File: config.mk
export PLATFORM = sky130hd
export DESIGN_NAME = rect_sbox_share_compress
export DESIGN_NICKNAME = d
export VERILOG_FILES = /design/src/rtl/rect_sbox_share_compress.sv
export SDC_FILE = /design/constraint.sdc
export NUM_CORES = 1
export LEC_CHECK = 0
export CAP_MARGIN = 5
export CELL_PAD_IN_SITES_DETAIL_PLACEMENT = 1
export CELL_PAD_IN_SITES_GLOBAL_PLACEMENT = 2
export CORE_ASPECT_RATIO = 1.75
export CORE_UTILIZATION = 30
export DETAILED_ROUTE_END_ITERATION = 6
export PLACE_DENSITY_LB_ADDON = 0.05
export SLEW_MARGIN = 40
export SYNTH_ARGS = -nofsm -noshare
export SYNTH_HDL_FRONTEND = slang
export SYNTH_SLANG_ARGS = --single-unit
File: constraint.sdc
create_clock -name clk -period 1.7 [get_ports clk]
set_input_delay 0.425 -clock clk [delete_from_list [all_inputs] [get_ports clk]]
set_output_delay 0.425 -clock clk [all_outputs]
set_load 0.02 [all_outputs]
File: src/rtl/rect_sbox_share_compress.sv
// Three-share compression of RECT S-box nonlinear terms with ring refresh.
// S1 registers raw terms as a glitch barrier; S2 registers refreshed shares.
module rect_sbox_share_compress #(
    parameter int NCOORD = 4,
    parameter int CNT_W  = 16
) (
    input  logic                  clk,
    input  logic                  rst,
    input  logic [27*NCOORD-1:0]  term_in,
    input  logic                  in_valid,
    output logic                  in_ready,
    input  logic [3*NCOORD-1:0]   rnd,
    input  logic                  rnd_valid,
    output logic [NCOORD-1:0]     share1_out,
    output logic [NCOORD-1:0]     share2_out,
    output logic [NCOORD-1:0]     share3_out,
    output logic                  out_valid,
    input  logic                  out_ready,
    output logic [CNT_W-1:0]      eval_cnt
);

    logic [27*NCOORD-1:0] s1_terms_q, s1_terms_d;
    logic                 s1_valid_q, s1_valid_d;
    logic [NCOORD-1:0]    share1_q, share1_d;
    logic [NCOORD-1:0]    share2_q, share2_d;
    logic [NCOORD-1:0]    share3_q, share3_d;
    logic                 out_valid_q, out_valid_d;
    logic [CNT_W-1:0]     eval_cnt_q, eval_cnt_d;

    logic                 s1_adv;
    logic                 in_xfer;
    logic                 out_xfer;
    logic [NCOORD-1:0]    c1, c2, c3;

    always_comb begin
        s1_adv   = s1_valid_q & rnd_valid & (~out_valid_q | out_ready);
        in_ready = ~s1_valid_q | s1_adv;
        in_xfer  = in_valid & in_ready;
        out_xfer = out_valid_q & out_ready;
    end

    // Each share draws on a disjoint third of the terms, so no register mixes shares.
    always_comb begin
        c1 = '0;
        c2 = '0;
        c3 = '0;
        for (int unsigned k = 0; k < NCOORD; k++) begin
            c1[k] = ^s1_terms_q[27*k      +: 9];
            c2[k] = ^s1_terms_q[27*k + 9  +: 9];
            c3[k] = ^s1_terms_q[27*k + 18 +: 9];
        end
    end

    always_comb begin
        s1_terms_d  = s1_terms_q;
        s1_valid_d  = s1_valid_q;
        share1_d    = share1_q;
        share2_d    = share2_q;
        share3_d    = share3_q;
        out_valid_d = out_valid_q;
        eval_cnt_d  = eval_cnt_q;

        if (in_xfer) begin
            s1_terms_d = term_in;
            s1_valid_d = 1'b1;
        end else if (s1_adv) begin
            s1_valid_d = 1'b0;
        end

        if (s1_adv) begin
            for (int unsigned k = 0; k < NCOORD; k++) begin
                share1_d[k] = c1[k] ^ rnd[3*k]     ^ rnd[3*k + 1];
                share2_d[k] = c2[k] ^ rnd[3*k + 1] ^ rnd[3*k + 2];
                share3_d[k] = c3[k] ^ rnd[3*k + 2] ^ rnd[3*k];
            end
            out_valid_d = 1'b1;
        end else if (out_xfer) begin
            out_valid_d = 1'b0;
        end

        if (out_xfer && (eval_cnt_q != '1)) begin
            eval_cnt_d = eval_cnt_q + CNT_W'(1);
        end
    end

    always_ff @(posedge clk) begin
        if (rst) begin
            s1_terms_q  <= '0;
            s1_valid_q  <= 1'b0;
            share1_q    <= '0;
            share2_q    <= '0;
            share3_q    <= '0;
            out_valid_q <= 1'b0;
            eval_cnt_q  <= '0;
        end else begin
            s1_terms_q  <= s1_terms_d;
            s1_valid_q  <= s1_valid_d;
            share1_q    <= share1_d;
            share2_q    <= share2_d;
            share3_q    <= share3_d;
            out_valid_q <= out_valid_d;
            eval_cnt_q  <= eval_cnt_d;
        end
    end

    assign share1_out = share1_q;
    assign share2_out = share2_q;
    assign share3_out = share3_q;
    assign out_valid  = out_valid_q;
    assign eval_cnt   = eval_cnt_q;

endmodule

# Yosys cells after proc, flatten, opt, wreduce, memory -nomap -nowiden
# Index checks and enable logic that the tools add are counted.
# word_totals
register_bits	138
latch_bits	0
ram_bits	0
rom_bits	0
output_inout_bits	30
elab_cells	60
n_memories	0
# op_classes
add_sub_neg	1
mul	0
n_div	0
magnitude_cmp	0
eq_ne	1
shift	0
muxes	4
bitwise	32
reduce_logical	15
# op_table
op	n
9-bit parity	12
1-bit XOR	24
16-bit by 1-bit adder with 16-bit output (second input constant)	1
16-bit inequality test (second input constant)	1
1-bit bitwise AND	4
1-bit 2-to-1 mux	4
2-bit nonzero test	2
1-bit NOT	2
1-bit OR	2
1-bit logical AND	1

# Logic depth before layout (Yosys ltp)
# logic_depth
depth_word	6
mapped_depth	7
mapped_depth_nobuf	5

# Worst setup path after synthesis
# OpenSTA, ideal clock, no wires.
# synth_timing
path_type	reg-to-reg
from	register eval_cnt_q[0], in the netlist eval_cnt[0]
to	register eval_cnt_q[15], in the netlist eval_cnt[15]
t_arrival_ps	1621
required_ps	1577
path_slack_ps	-44
path_stages_with_launch	6
path_buffers	0
path_cell_list	dfxtp_1 -> ha_1 -> nand4_1 -> nor4_4 -> nor4b_1 -> mux2_1
# synth_via
elab_chain_len	2
elab_cells_between_ends	3
cone_classes	1 x add/sub; 1 x eq/ne; 1 x reduce/logical
# synth_lines
item	line_no	text
start, declared	28	logic [CNT_W-1:0] eval_cnt_q, eval_cnt_d;
start signal, assigned	102	eval_cnt_q <= eval_cnt_d;
branches (longest 2 deep; another with 16-bit by 1-bit adder with 16-bit output)	n/a	
# Several ways; the timed one is not identified.
# A chain may end at the register's enable or synchronous reset.

# Final worst setup path
# layout_timing
from	register eval_cnt_q[10], in the netlist eval_cnt[10]
to	output eval_cnt[10]
# layout_lines
item	line_no	text
end, declared	19	output logic [CNT_W-1:0] eval_cnt
# No word-level cell between the ends.

==> results.cfg <==
[outcome]
outcome = finished clean

[die]
pin_count = 155
dieArea_um2 = 22200
fp.dieW_um = 113
initial_core_util_pct = 30.8
die_y_um = 196
core_area_um2 = 21000
rows = 70

[detailed_routing]
wirelength_um = 19800
dr.pass1.iters = 4
antenna_left = 0
drtIter0Drc = 158
wire_per_inst_um = 17.4
vias = 5903
drc = 0
vias_per_cell = 5.18

[power_and_ir_drop]
ir_drop_v = 0.000506
comb_power_share_pct = 18.7
p_int_mw = 6.54
switching_share_pct = 24.7
p_clk_share_pct = 40.6
leakagePower_nw = 3.37
total_power_mw = 8.69
power_frac_seq_pct = 40.7
power.switching_mw = 2.14
power.density_nw_per_um2 = 966

[grt]
antenna_found_initial = 0
grt_usage_pct = 18.7
grt_overflow = 0
grt_pass1_wl_um = 32000
grt_max_degree = 109
grt_pass1_vias = 6393

[worst_setup_path]
path_max_fanout = 7
worst_ep_required_time_ns = 1.27
max_stage_delay_ns = 0.45
path_buf_inv = 1
worstPathCellList = dlygate4sd2_1
startpoint_type = flop
crit_type = flop to output pin
worst_path_max_delay_cell = dfxtp_1
cp_top_family = flip-flops
end_kind = output pin
cp.arrival_ns = 1.23

[finish]
fin_nets = 1001
nFillCells = 2410
fin_util_pct = 42.8
antenna_cells = 0
layout_common_cells = dfxtp_1 (129), a21oi_1 (121), clkdlybuf4s50_1 (120)
design_area_um2 = 8990
syn_to_final_growth_pct = 39.0
regArea_um2 = 2780
final_common_cell = dfxtp_1
multi_input_area_um2 = 3460
layout-drive-gt1-share_pct = 11.0

[place]
place_area_um2 = 8430
routabilityCongestion = 0.727
hpwl_um = 13800
portBuffers = 154

[sta]
fmax_mhz = 603
fin_crit_ns = 1.66
rsz0062_at_grt = true
hold_viol_final = 0
fin_skew_ns = 0.00672
slew_headroom_pct = 67.6
slew_violations = 0
setup_violations = 0
worstMarginPinSlew_ns = 0.486
hold_ws_ns = 0.400
period_share_pct = 97.5
fin_setup_tns_ns = 0

[logic_synthesis]
postSynthAreaPerCell_um2 = 8.87
synth_seq_cells = 138
yosysTopAreaCell = dfxtp_1
syn_area_um2 = 6470
syn_nets = 855
postSynthCellCount = 729
ys_top_cells_by_area = dfxtp_1 (43%), xnor2_1 (11%), a21oi_1 (9.4%)
yosysSeqAreaShare_pct = 42.7
synth_cell_types = 46
synth_warnings = 0
synth_top_cell_area_share_pct = 42.7

[cts]
clock-root-buffer = clkbuf_16
cts_max_path_buffers = 2
path_clk_slew_ns = 0.06
cts_tree = done
cts-buffers-inserted = 17
cts_num_sinks = 138
insertion_delay_ns = 0.42
htree_num_levels = 4
postCtsSetupBuffers = 0

[min_path]
hold_path.class = input port to flop

[run]
maxCapViolCount = 0
## registers in the layout, indices dropped and copies added, names as in the netlist
| register | count |
|---|---|
| share1_out | 4 |
| share2_out | 4 |
| s1_valid_q | 1 |
| share3_out | 4 |
| eval_cnt | 16 |
| out_valid | 1 |
| s1_terms_q | 108 |
## final timing paths
path | from | end | slack [ns] | cells past startpoint
setup / recovery | eval_cnt[10] | eval_cnt[10] | 0.04 | 1
hold / removal | rst | s1_valid_q | 0.40 | 2
hold reg to reg | share3_out[2] | share3_out[2] | 0.47 | 1
setup reg to reg | eval_cnt[0] | eval_cnt[9] | 0.06 | 6
## cell usage after synthesis, drive strengths merged
cell type / count
a21boi: 1
a21oi: 121
a22o: 12
a31oi: 1
and2: 2
and3: 2
and4: 1
buf: 27
clkbuf: 35
clkinv: 1
dfxtp: 138
dlygate4sd1: 1
ha: 1
inv: 4
mux2: 1
nand2: 8
nand2b: 1
nand3: 113
nand4: 5
nor2: 1
nor2b: 2
nor3: 2
nor3b: 1
nor4: 1
nor4b: 1
o21a: 2
o21ai: 111
o311ai: 3
o31ai: 8
o41ai: 3
or3: 3
or4: 8
xnor2: 84
xnor3: 12
xor2: 12
## layout make-up
type	count	share of cell area [%]
clock inverter	9	1.07
clock buffer	23	5.10
multi-input combinational	523	38.5
timing repair buffer	190	20.7
tap	252	3.51
inverter	5	0.223
sequential	138	30.9
## cells by family after synthesis
group / after synthesis / synth area share [%]
AOI/OAI and AO/OA: 262 / 21.9
and+or+nand+nor: 151 / 13.4
DFF: 138 / 42.7
xor gates and xnor gates: 108 / 17.2
buffers and inverters: 68 / 4.43
muxes: 1 / 0.174
adders and majority gates: 1 / 0.193
## through the flow
step	setup slack, ns	instances
after detailed placement	-0.606	1108
final	0.0419	1140
after global placement	-0.589	1108
after floorplan	0.000204	729
after global routing	-0.0183	1140
after CTS	0.00390	1140
## worst reg2reg max path, stage by stage, from the launching register on
cell     delay [ns]
dfxtp_4        0.37
ha_4           0.13
nand4_1        0.14
nor4_4         0.47
buf_4          0.23
or4_4          0.13
a21oi_1        0.05
## power by group through the flow
stage | registers, mW | clock network [mW] | logic, mW
floorplan | 3.62 | 0 | 0.998
global placement | 3.59 | 0 | 1.64
detailed placement | 3.61 | 0 | 1.67
CTS | 3.54 | 3.65 | 1.66
global route | 3.56 | 3.79 | 1.78
finish | 3.54 | 3.53 | 1.62
## per-layer routing
layer / vias up / track usage [%] / wire (um)
met5: - / 0 / 0
met4: 0 / 5.85 / 256
met3: 18 / 3.95 / 755
met2: 110 / 36.7 / 10900
met1: 2871 / 19.4 / 7960
li1: 2904 / - / -
## timing repair
action,CTS,global route
endpoints found under the setup margin,109,89
gates resized for setup,43,9
pin swaps,2,3
gates cloned,0,0
hold buffers,0,0
Note: power is estimated with default switching activity, not from simulation.
